<file path="src/rtl/prt_vtb_mon_lock_if.sv">
// prt_vtb_mon_lock_if
//   Bundle between a VTB video stream tap and the timing monitor.
//   Video side: VID_SOF_IN / VID_EOL_IN are qualified by VID_VLD_IN; each
//   valid beat carries P_PPC pixels. The monitor is a passive tap: there is
//   no ready, a beat is taken on every clock where VID_VLD_IN is high.
//   Host side: CLR_IN is a one-cycle pulse; STA_* are the status outputs and
//   DBG_STATE_OUT exposes the lock state machine (0 IDLE, 1 ACQ, 2 LOCK).
//   Modports: master = stream source / host, slave = monitor.
interface prt_vtb_mon_lock_if #(
  parameter int P_CNT_W = 16
);
  logic               VID_SOF_IN;
  logic               VID_EOL_IN;
  logic               VID_VLD_IN;
  logic               CLR_IN;
  logic [P_CNT_W-1:0] STA_PIX_OUT;
  logic [P_CNT_W-1:0] STA_LIN_OUT;
  logic [15:0]        STA_FRM_OUT;
  logic               STA_UPD_OUT;
  logic               STA_LOCK_OUT;
  logic               STA_ERR_OUT;
  logic [P_CNT_W-1:0] STA_HTOT_OUT;
  logic [1:0]         DBG_STATE_OUT;

  modport master (
    output VID_SOF_IN, VID_EOL_IN, VID_VLD_IN, CLR_IN,
    input  STA_PIX_OUT, STA_LIN_OUT, STA_FRM_OUT, STA_UPD_OUT,
    input  STA_LOCK_OUT, STA_ERR_OUT, STA_HTOT_OUT, DBG_STATE_OUT
  );

  modport slave (
    input  VID_SOF_IN, VID_EOL_IN, VID_VLD_IN, CLR_IN,
    output STA_PIX_OUT, STA_LIN_OUT, STA_FRM_OUT, STA_UPD_OUT,
    output STA_LOCK_OUT, STA_ERR_OUT, STA_HTOT_OUT, DBG_STATE_OUT
  );
endinterface

</file>
<file path="src/rtl/prt_vtb_mon_lock.sv">
// prt_vtb_mon_lock
//   Passive video timing monitor with lock detection. Measures active pixels
//   per line, lines per frame and frames received, and qualifies the stream
//   as stable after P_LOCK_FRM consecutive matching frames.
//   Ports:
//     CLK_IN  video clock
//     RST_IN  asynchronous active-low reset
//     vid     prt_vtb_mon_lock_if.slave (video tap, CLR_IN, STA_* status,
//             DBG_STATE_OUT state machine view)
//   Optional feature: define PRT_VTB_MON_LOCK_HTOT_EN to measure clocks per
//   line (times P_PPC) on STA_HTOT_OUT; otherwise STA_HTOT_OUT is tied to 0.
module prt_vtb_mon_lock #(
  parameter int P_PPC      = 2,
  parameter int P_CNT_W    = 16,
  parameter int P_LOCK_FRM = 4,
  parameter int P_TMO_CLK  = 2**22
) (
  input logic               CLK_IN,
  input logic               RST_IN,
  prt_vtb_mon_lock_if.slave vid
);
  localparam logic [1:0] ST_IDLE = 2'd0;
  localparam logic [1:0] ST_ACQ  = 2'd1;
  localparam logic [1:0] ST_LOCK = 2'd2;

  localparam int                 TMO_W    = $clog2(P_TMO_CLK + 1);
  localparam logic [TMO_W-1:0]   TMO_END  = TMO_W'(P_TMO_CLK);
  localparam logic [TMO_W-1:0]   TMO_LAST = TMO_W'(P_TMO_CLK - 1);
  localparam logic [P_CNT_W-1:0] CNT_MAX  = '1;
  localparam logic [P_CNT_W:0]   PPC_VAL  = (P_CNT_W+1)'(P_PPC);
  localparam logic [4:0]         LOCK_N   = 5'(P_LOCK_FRM);

  logic               sof_r, eol_r, vld_r;
  logic               sof_b, eol_b;
  logic [P_CNT_W-1:0] run_pix, run_lin, ref_pix;
  logic               first_ln, irr, opened;
  logic [TMO_W-1:0]   tmo_cnt;
  logic [1:0]         state;
  logic [3:0]         match_cnt;
  logic [4:0]         match_inc;
  logic [P_CNT_W:0]   pix_sum;
  logic [P_CNT_W-1:0] line_len;
  logic               line_first, irr_evt, pub, tmo_fire;
  logic               htot_match, match, err_set;
  logic [P_CNT_W-1:0] sta_pix, sta_lin;
  logic [15:0]        sta_frm;
  logic               sta_upd, sta_lock, sta_err;

  always_comb begin
    sof_b      = vld_r & sof_r;
    eol_b      = vld_r & eol_r;
    pix_sum    = {1'b0, run_pix} + PPC_VAL;
    line_len   = pix_sum[P_CNT_W] ? CNT_MAX : pix_sum[P_CNT_W-1:0];
    // A line ending on the SOF beat is the first line of the new frame.
    line_first = sof_b | first_ln;
    irr_evt    = eol_b & ~line_first & (line_len != ref_pix);
    pub        = sof_b & opened;
    tmo_fire   = (tmo_cnt == TMO_LAST) & ~sof_b;
    // Closed-frame values are compared against the still-published ones.
    match      = ~irr & (ref_pix == sta_pix) & (run_lin == sta_lin) & htot_match;
    match_inc  = {1'b0, match_cnt} + 5'd1;
    err_set    = (irr_evt & (state != ST_IDLE)) |
                 (pub & ~match & (state == ST_LOCK));
  end

  // Input stage and frame measurement.
  always_ff @(posedge CLK_IN or negedge RST_IN) begin
    if (!RST_IN) begin
      sof_r    <= 1'b0;
      eol_r    <= 1'b0;
      vld_r    <= 1'b0;
      run_pix  <= '0;
      run_lin  <= '0;
      ref_pix  <= '0;
      first_ln <= 1'b0;
      irr      <= 1'b0;
      opened   <= 1'b0;
      tmo_cnt  <= '0;
    end else begin
      sof_r <= vid.VID_SOF_IN;
      eol_r <= vid.VID_EOL_IN;
      vld_r <= vid.VID_VLD_IN;

      if (sof_b)                  tmo_cnt <= '0;
      else if (tmo_cnt != TMO_END) tmo_cnt <= tmo_cnt + TMO_W'(1);

      if (vld_r) run_pix <= eol_r ? '0 : line_len;
      if (eol_b && line_first) ref_pix <= line_len;

      if (sof_b)      first_ln <= ~eol_b;
      else if (eol_b) first_ln <= 1'b0;

      if (sof_b)        irr <= 1'b0;
      else if (irr_evt) irr <= 1'b1;

      if (sof_b)                             run_lin <= eol_b ? P_CNT_W'(1) : '0;
      else if (eol_b && run_lin != CNT_MAX) run_lin <= run_lin + P_CNT_W'(1);

      if (tmo_fire)   opened <= 1'b0;
      else if (sof_b) opened <= 1'b1;
    end
  end

  // Publishing, lock state machine and error flag.
  always_ff @(posedge CLK_IN or negedge RST_IN) begin
    if (!RST_IN) begin
      state     <= ST_IDLE;
      match_cnt <= '0;
      sta_pix   <= '0;
      sta_lin   <= '0;
      sta_frm   <= '0;
      sta_upd   <= 1'b0;
      sta_lock  <= 1'b0;
      sta_err   <= 1'b0;
    end else begin
      sta_upd <= pub;
      // A set on the same clock as CLR_IN wins.
      if (err_set)         sta_err <= 1'b1;
      else if (vid.CLR_IN) sta_err <= 1'b0;

      if (pub) begin
        sta_pix <= ref_pix;
        sta_lin <= run_lin;
        sta_frm <= sta_frm + 16'd1;
      end

      if (tmo_fire) begin
        state     <= ST_IDLE;
        match_cnt <= '0;
        sta_lock  <= 1'b0;
        sta_pix   <= '0;
        sta_lin   <= '0;
      end else begin
        case (state)
          ST_IDLE: begin
            if (sof_b) begin
              state     <= ST_ACQ;
              match_cnt <= '0;
            end
          end
          ST_ACQ: begin
            if (pub) begin
              if (match) begin
                match_cnt <= match_inc[3:0];
                if (match_inc >= LOCK_N) begin
                  state    <= ST_LOCK;
                  sta_lock <= 1'b1;
                end
              end else begin
                match_cnt <= '0;
              end
            end
          end
          ST_LOCK: begin
            if (pub && !match) begin
              state     <= ST_ACQ;
              sta_lock  <= 1'b0;
              match_cnt <= '0;
            end
          end
          default: begin
            state    <= ST_IDLE;
            sta_lock <= 1'b0;
          end
        endcase
      end
    end
  end

`ifdef PRT_VTB_MON_LOCK_HTOT_EN
  logic [P_CNT_W-1:0] hclk_cnt, htot_line, sta_htot, htot_sat;
  logic [P_CNT_W+2:0] htot_prod;

  // hclk_cnt holds clocks since the previous EOL beat minus one, so the
  // line period is hclk_cnt + 1 at the closing EOL beat.
  always_comb begin
    htot_prod  = ({3'b000, hclk_cnt} + (P_CNT_W+3)'(1)) * (P_CNT_W+3)'(P_PPC);
    htot_sat   = (htot_prod > {3'b000, CNT_MAX}) ? CNT_MAX : htot_prod[P_CNT_W-1:0];
    htot_match = (htot_line == sta_htot);
  end

  always_ff @(posedge CLK_IN or negedge RST_IN) begin
    if (!RST_IN) begin
      hclk_cnt  <= '0;
      htot_line <= '0;
      sta_htot  <= '0;
    end else begin
      if (eol_b)                     hclk_cnt <= '0;
      else if (hclk_cnt != CNT_MAX) hclk_cnt <= hclk_cnt + P_CNT_W'(1);
      if (eol_b) htot_line <= htot_sat;
      if (tmo_fire) sta_htot <= '0;
      else if (pub) sta_htot <= htot_line;
    end
  end

  assign vid.STA_HTOT_OUT = sta_htot;
`else
  assign htot_match       = 1'b1;
  assign vid.STA_HTOT_OUT = '0;
`endif

  assign vid.STA_PIX_OUT   = sta_pix;
  assign vid.STA_LIN_OUT   = sta_lin;
  assign vid.STA_FRM_OUT   = sta_frm;
  assign vid.STA_UPD_OUT   = sta_upd;
  assign vid.STA_LOCK_OUT  = sta_lock;
  assign vid.STA_ERR_OUT   = sta_err;
  assign vid.DBG_STATE_OUT = state;
endmodule

</file>
<file path="src/flat_wrapper.sv">
// flat-port wrapper written by rule: the top's interface ports become plain ports
module prt_vtb_mon_lock_flat 
#(
  parameter int P_PPC      = 2,
  parameter int P_CNT_W    = 16,
  parameter int P_LOCK_FRM = 4,
  parameter int P_TMO_CLK  = 2**22
)
  (CLK_IN, RST_IN, vid_VID_SOF_IN, vid_VID_EOL_IN, vid_VID_VLD_IN, vid_CLR_IN, vid_STA_PIX_OUT, vid_STA_LIN_OUT, vid_STA_FRM_OUT, vid_STA_UPD_OUT, vid_STA_LOCK_OUT, vid_STA_ERR_OUT, vid_STA_HTOT_OUT, vid_DBG_STATE_OUT);
  prt_vtb_mon_lock_if #(.P_CNT_W(P_CNT_W)) vid_i ();
  input logic CLK_IN;
  input logic RST_IN;
  input wire logic [$bits(vid_i.VID_SOF_IN)-1:0] vid_VID_SOF_IN;
  input wire logic [$bits(vid_i.VID_EOL_IN)-1:0] vid_VID_EOL_IN;
  input wire logic [$bits(vid_i.VID_VLD_IN)-1:0] vid_VID_VLD_IN;
  input wire logic [$bits(vid_i.CLR_IN)-1:0] vid_CLR_IN;
  output wire logic [$bits(vid_i.STA_PIX_OUT)-1:0] vid_STA_PIX_OUT;
  output wire logic [$bits(vid_i.STA_LIN_OUT)-1:0] vid_STA_LIN_OUT;
  output wire logic [$bits(vid_i.STA_FRM_OUT)-1:0] vid_STA_FRM_OUT;
  output wire logic [$bits(vid_i.STA_UPD_OUT)-1:0] vid_STA_UPD_OUT;
  output wire logic [$bits(vid_i.STA_LOCK_OUT)-1:0] vid_STA_LOCK_OUT;
  output wire logic [$bits(vid_i.STA_ERR_OUT)-1:0] vid_STA_ERR_OUT;
  output wire logic [$bits(vid_i.STA_HTOT_OUT)-1:0] vid_STA_HTOT_OUT;
  output wire logic [$bits(vid_i.DBG_STATE_OUT)-1:0] vid_DBG_STATE_OUT;
  assign vid_i.VID_SOF_IN = vid_VID_SOF_IN;
  assign vid_i.VID_EOL_IN = vid_VID_EOL_IN;
  assign vid_i.VID_VLD_IN = vid_VID_VLD_IN;
  assign vid_i.CLR_IN = vid_CLR_IN;
  assign vid_STA_PIX_OUT = vid_i.STA_PIX_OUT;
  assign vid_STA_LIN_OUT = vid_i.STA_LIN_OUT;
  assign vid_STA_FRM_OUT = vid_i.STA_FRM_OUT;
  assign vid_STA_UPD_OUT = vid_i.STA_UPD_OUT;
  assign vid_STA_LOCK_OUT = vid_i.STA_LOCK_OUT;
  assign vid_STA_ERR_OUT = vid_i.STA_ERR_OUT;
  assign vid_STA_HTOT_OUT = vid_i.STA_HTOT_OUT;
  assign vid_DBG_STATE_OUT = vid_i.DBG_STATE_OUT;
  prt_vtb_mon_lock #(.P_PPC(P_PPC), .P_CNT_W(P_CNT_W), .P_LOCK_FRM(P_LOCK_FRM), .P_TMO_CLK(P_TMO_CLK)) u_core (.CLK_IN(CLK_IN), .RST_IN(RST_IN), .vid(vid_i));
endmodule
</file>
<file path="config.mk">
export PLATFORM = sky130hd
export DESIGN_NAME = prt_vtb_mon_lock_flat
export DESIGN_NICKNAME = d
export VERILOG_FILES = /design/src/rtl/prt_vtb_mon_lock_if.sv /design/src/rtl/prt_vtb_mon_lock.sv /design/src/flat_wrapper.sv
export SDC_FILE = /design/constraint.sdc
export NUM_CORES = 1
export LEC_CHECK = 0
export ABC_AREA = 1
export CAP_MARGIN = 10
export CELL_PAD_IN_SITES_DETAIL_PLACEMENT = 0
export CELL_PAD_IN_SITES_GLOBAL_PLACEMENT = 2
export CORE_UTILIZATION = 35
export CTS_BUF_LIST = sky130_fd_sc_hd__clkbuf_4 sky130_fd_sc_hd__clkbuf_8
export DETAILED_ROUTE_END_ITERATION = 10
export GPL_TIMING_DRIVEN = 0
export PLACE_DENSITY = 0.87
export SKIP_LAST_GASP = 1
export SYNTH_ARGS = -nofsm -noshare
export SYNTH_HDL_FRONTEND = slang
export SYNTH_SLANG_ARGS = --single-unit
export TNS_END_PERCENT = 1
</file>
<file path="constraint.sdc">
create_clock -name CLK_IN -period 2.3 [get_ports CLK_IN]
set_input_delay 0.46 -clock CLK_IN [delete_from_list [all_inputs] [get_ports CLK_IN]]
set_output_delay 0.46 -clock CLK_IN [all_outputs]
set_load 0.02 [all_outputs]
</file>
==> reports/metrics.cfg, run 1 <==
[status]
outcome = finished, violations left
failed_checks = hold timing

[floorplan]
rows = 52
coreArea_mm2 = 0.0204
ios = 75
die_x_um = 147
dieArea_mm2 = 0.0216
fp.dieH_um = 147
initial_core_util = 0.360

[cts]
clkLatencyLatePin_ps = 450
cts_buffers = 17
cts_root_buf = clkbuf_8
cts_tree = yes
cts_num_sinks = 134
cts_hold_repair.buffers = 0
cts_buffer_depth = 2
htreeDepth = 4
clk_pin_slew_ps = 80

[synth]
yosysSeqAreaShare = 0.456
synth_edf_count = 0
ys_seq_elements = 134
synth-async-reset-ratio = 1.00
synth_top_area_share = 0.456
synth_top_cell_by_area = dfrtp_1
synthTopCellsByArea = dfrtp_1, nand2_1, inv_1
synth_most_common_cell = nand2_1
syn_area_mm2 = 0.00735
yosys_warnings = 0
synth_flop_cell = dfrtp_1
syn_avg_cell_area_um2 = 7.79
synthCells = 943
synth.distinct_cells = 49
yosys-top-cells-count = nand2_1, dfrtp_1, inv_1

[detailed_routing]
dr_total_vias = 6386
drt-pass1-iter-count = 5
drtIter0Drc = 392
vias_per_cell = 4.84
drt-wirelength-per-cell_um = 15.3
ant_nets = 0
drc_errors = 0
wirelength_um = 20200

[sta]
tns_ps = 0
fin_hold_ws_ps = -4.37
final-max-slew-violation-count = 0
fin_crit_ps = 2180
max_slew.worst_pin.slew_ps = 791
max_clock_freq_ghz = 0.458
finalSetupViolations = 0
finalHoldViolCount = 3
rsz0062_at_grt = yes
maxSlewHeadroom = 0.473
period_share = 0.950
fin_skew_ps = 14.8

[worst_setup_path]
arrival_ps = 2520
path_common_cell = nand2_1
worstRegToRegCells = 14
r2r_end = u_core.vid.STA_ERR_OUT
cp-end-kind = register
slowest_delay_ps = 440
reg2reg_setup_slack_ps = 120
crit_chain = ha_1 > nand3_1 > nor2_4 > nand2_1 > nand2_1 > nor2_1 > nand2_1 > nand2_1 > nor2_1 > nand2_1 > nor2_1 > nand3_1 > nand3_1 > nand2_1
required_ps = 2640
cp_max_fo = 5
cp_slowest_cell = dfrtp_2
criticalPathCategory = reg -> reg
r2r-start = u_core.run_pix[1]
start_kind = register

[global_routing]
grt_pass1_vias = 6137
grt_overflow_total = 0
grt_max_degree = 78
antenna_found_initial = 0
grt_pass1_wl_um = 33200
gr-usage-all-layers = 0.199

[place]
gp_congestion = 0.805
hpwlAfterDp_um = 14800
io_buffers = 58

[power]
report.power.total_w = 0.00603
clkPwrFrac = 0.360
internal-power_w = 0.00414
vdd.ir_drop.worst_mv = 0.334
comb_power_share = 0.196
switchingPower_w = 0.00190
p_per_area_mw_per_mm2 = 685
p_seq_frac = 0.443
sw_frac_of_total = 0.315
p_leak_nw = 4.24

[finish]
antenna_cells = 0
drive_above_1_share = 0.101
post-route-util = 0.431
fin_nets = 1050
synthToLayoutAreaGrowth_pct = 19.8

[job]
drv_cap = 0

[hold_path]
hold_class = in -> async

==> flip-flops by register name (all words and copies together), names as in the netlist, 2 cells and up <==
register	cells
u_core.ref_pix	16
u_core.vid.STA_FRM_OUT	16
u_core.run_lin	16
u_core.vid.STA_PIX_OUT	16
u_core.run_pix	16
u_core.tmo_cnt	23
u_core.vid.STA_LIN_OUT	16
u_core.match_cnt	4
u_core.vid.DBG_STATE_OUT	2
==> how the worst max path moves through the flow <==
stage | from | end | cells after the start
2_1_floorplan | u_core.run_pix[1] | u_core.vid.STA_ERR_OUT | 14
3_3_place_gp | RST_IN | u_core.run_lin[6] | 1
3_5_place_dp | u_core.vld_r | u_core.vid.STA_LIN_OUT[4] | 6
4_1_cts | u_core.run_pix[1] | u_core.vid.STA_ERR_OUT | 14
5_1_grt | u_core.run_pix[2] | u_core.vid.STA_ERR_OUT | 14
6_report | u_core.run_pix[1] | u_core.vid.STA_ERR_OUT | 14
==> critical path, delay by kind of cell, from the launching register on <==
kind                       cells  cell delay, ps
adders and majority gates      1             230
DFF                            1             440
and+or+nand+nor               13            1420
==> through the flow <==
| step | hold slack, ps | setup WS (ps) | area, µm² | std cells |
|---|---|---|---|---|
| after global placement | 460 | -4990 | 8320 | 1286 |
| after detailed placement | 462 | -116 | 8350 | 1287 |
| after CTS | 0.494 | -19.1 | 8780 | 1319 |
| final | -4.37 | 116 | 8800 | 1320 |
| after global routing | 12.3 | -113 | 8800 | 1320 |
| after floorplan | 164 | 563 | 7400 | 958 |
==> metal layers <==
metal,wire length (µm),GRT usage,share of wire
met1,9760,0.278,0.48
met2,9550,0.322,0.47
met3,768,0.0363,0.038
met4,148,0.0422,0.0073
met5,0,0,0
==> final cells by class <==
cell class	instances	area, µm²
plain buffers	37	226
well taps	270	338
multi-input cells	651	3320
clock buffers	21	289
repair buffers	60	617
flip-flops and latches	134	3350
fillers	2168	11600
clock inverters	11	145
inverters	136	512
==> power groups by stage <==
stage	sequential, W	combinational, W	clock, W
after floorplan	0.00279	0.000655	0
after global placement	0.00272	0.00119	0
after detailed placement	0.00272	0.00120	0
after CTS	0.00268	0.00121	0.00222
after global routing	0.00270	0.00132	0.00232
final	0.00268	0.00119	0.00217
==> cells by family after synthesis <==
family,Yosys count,synth area share
simple gates,450,0.279
buf+inv,173,0.100
compound gates,144,0.111
flops,134,0.456
xor+xnor,34,0.0405
fa+ha+maj,7,0.0119
other cells,1,0.000510
==> placed cells by master, fill, tap and decap left out, drive strengths merged, types with 28 or more instances in the layout <==
cell           Yosys  final
a21oi             28     28
dfrtp            134    134
nand2            230    230
buf               27     30
clkdlybuf4s50      0     57
clkbuf            10     31
inv              134    135
o21ai             70     70
nor2              85     85
nand3             73     73
==> timing repair <==
action                     CTS  global route
setup endpoints to repair   11            33
gates cloned                 0             0
setup buffers                0             1
hold endpoints to repair     0             0
gates resized for setup      1             3
pin swaps                    0             1
No activity file was read; power rests on OpenSTA's default activity.
==> inputs of run 2 (changes only) <==
- GPL_TIMING_DRIVEN: 0 -> 1
- TNS_END_PERCENT: 1 -> 100
==> reports/metrics.cfg, run 2 (same netlist as run 1, synthesis figures left out) <==
[detailed_routing]
dr_total_vias = 6218  ; -2.6%
drc_errors = 0  ; unchanged
drtIter0Drc = 454  ; +16%
drt-pass1-iter-count = 5  ; unchanged
drt-wirelength-per-cell_um = 15.0  ; -2.2%
vias_per_cell = 4.80  ; -0.75%
wirelength_um = 19400  ; -4.0%
ant_nets = 0  ; unchanged

[cts]
htreeDepth = 4  ; unchanged
cts_tree = yes
cts_buffer_depth = 2  ; unchanged
cts_root_buf = clkbuf_8
postCtsSetupRepairBufs = 0  ; unchanged
clk_pin_slew_ps = 80  ; about the same
clkLatencyLatePin_ps = 450  ; about the same
cts_num_sinks = 134  ; unchanged
cts_buffers = 17  ; unchanged

[floorplan]
initial_core_util = 0.360  ; unchanged
rows = 52  ; unchanged
die_x_um = 147  ; unchanged
fp.dieH_um = 147  ; unchanged
ios = 75  ; unchanged
dieArea_mm2 = 0.0216  ; unchanged
coreArea_mm2 = 0.0204  ; unchanged

[power]
internal-power_w = 0.00437  ; +5.7%
clkPwrFrac = 0.387  ; +0.027
p_seq_frac = 0.430  ; -0.013
p_per_area_mw_per_mm2 = 715  ; +4.3%
switchingPower_w = 0.00187  ; -1.3%
vdd.ir_drop.worst_mv = 0.348  ; +4.2%
comb_power_share = 0.184  ; -0.012
p_leak_nw = 4.19  ; -1.2%
report.power.total_w = 0.00624  ; +3.5%
sw_frac_of_total = 0.300  ; -0.0145

[worst_setup_path]
slowest_delay_ps = 480  ; +40 ps
crit_path_start = u_core.run_pix[1]
path_common_cell = nand3_1
r2r-start = u_core.run_pix[1]
worstRegToRegCells = 12  ; -2
cp-end-kind = register
criticalPathCategory = reg -> reg
cp_slowest_cell = dfrtp_1
required_ps = 2640  ; about the same
crit_chain = ha_1 > nand3_1 > nor2_4 > nand3_1 > nand2_1 > nand3_1 > nand2_1 > nand3_1 > nor2_1 > nand3_1 > nand3_1 > nand2_1
r2r_end = u_core.vid.STA_ERR_OUT
start_kind = register
arrival_ps = 2420  ; -100 ps
crit_path_end = u_core.vid.STA_ERR_OUT
reg2reg_setup_slack_ps = 220  ; +110 ps
cp_max_fo = 5  ; unchanged

[place]
io_buffers = 58  ; unchanged
placed_area_mm2 = 0.00821  ; -1.7%
gp_congestion = 0.846  ; +5.1%
hpwlAfterDp_um = 14300  ; -3.0%

[finish]
drive_above_1_share = 0.0898  ; -0.0112
final_area_mm2 = 0.00873  ; -0.81%
post-route-util = 0.427  ; -0.00349
synthToLayoutAreaGrowth_pct = 18.9
regMostFlops = u_core.tmo_cnt
fin_nets = 1025  ; -2.4%
most-common-layout-cells = nand2_1, dfrtp_1, inv_1, nor2_1, nand3_1
fillCellCount = 2118  ; -2.3%
antenna_cells = 0  ; unchanged
largest_register_ffs = 23  ; unchanged
final_common_cell = nand2_1

[sta]
finalHoldViolCount = 0  ; -3
fin_skew_ps = 12.8  ; -1.98 ps
period_share = 0.904  ; -0.0460
finalSetupViolations = 0  ; unchanged
final-max-slew-violation-count = 0  ; unchanged
fin_crit_ps = 2080  ; -106 ps
max_clock_freq_ghz = 0.481  ; +5.1%
tns_ps = 0  ; unchanged
rsz0062_at_grt = no

[hold_path]
hold_depth = 1
hold_class = in -> reg

[global_routing]
gr-usage-all-layers = 0.190  ; -0.00887
grt_max_degree = 42  ; -46%
grt_overflow_total = 0  ; unchanged
grt_pass1_wl_um = 32300  ; -2.5%
grt_pass1_vias = 6185  ; +0.78%
antenna_found_initial = 0  ; unchanged

[status]
outcome = finished, final reports clean

[job]
drv_cap = 0  ; unchanged

run 2: power groups by stage:
| stage | combinational, W | sequential, W | clock [W] |
|---|---|---|---|
| finish | 0.00115 | 0.00268 | 0.00241 |
| global route | 0.00128 | 0.00271 | 0.00257 |
| CTS | 0.00117 | 0.00269 | 0.00247 |
| detailed placement | 0.00116 | 0.00273 | 0 |
| global placement | 0.00116 | 0.00273 | 0 |
| floorplan | 0.000655 | 0.00279 | 0 |
run 2: worst max-delay path: cells and delay by family (launching register included):
kind / cells / cell delay (ps)
simple gates: 11 / 1250
flops: 1 / 480
fa+ha+maj: 1 / 240
run 2: what timing repair did:
item / in CTS / in global routing
setup endpoints to repair: 0 / 9
endpoints found under the hold margin: 36 / 0
hold buffers: 1 / 0
resized for setup: 0 / 7
run 2: worst min path at each step:
stage	start	end
after floorplan	RST_IN	u_core.eol_r
after global placement	RST_IN	u_core.vid.STA_FRM_OUT[15]
after detailed placement	RST_IN	u_core.vid.STA_FRM_OUT[15]
after CTS	vid_VID_EOL_IN	u_core.eol_r
after global routing	vid_VID_EOL_IN	u_core.eol_r
final	vid_VID_EOL_IN	u_core.eol_r
run 2: metrics by stage:
step | setup WS (ps) | instances | hold slack [ps]
after global placement | 169 | 1262 | 405
after floorplan | 563 | 958 | 164
after CTS | 151 | 1295 | 410
after detailed placement | 182 | 1262 | 406
final | 222 | 1295 | 436
after global routing | 10.1 | 1295 | 434
run 2: metal layers:
metal,part of all wire,GRT usage,wire (µm)
met5,0,0,0
met4,0.012,0.0531,225
met3,0.027,0.0320,521
met2,0.47,0.314,9120
met1,0.49,0.257,9540
run 2: final cells by class:
class / count / area (µm²) / area share
clock buffer: 19 / 255 / 0.0292
clock inverter: 13 / 228 / 0.0261
inverter: 136 / 512 / 0.0586
multi-input combinational: 651 / 3340 / 0.383
sequential: 134 / 3350 / 0.384
tap: 270 / 338 / 0.0387
timing repair buffer: 72 / 702 / 0.0804
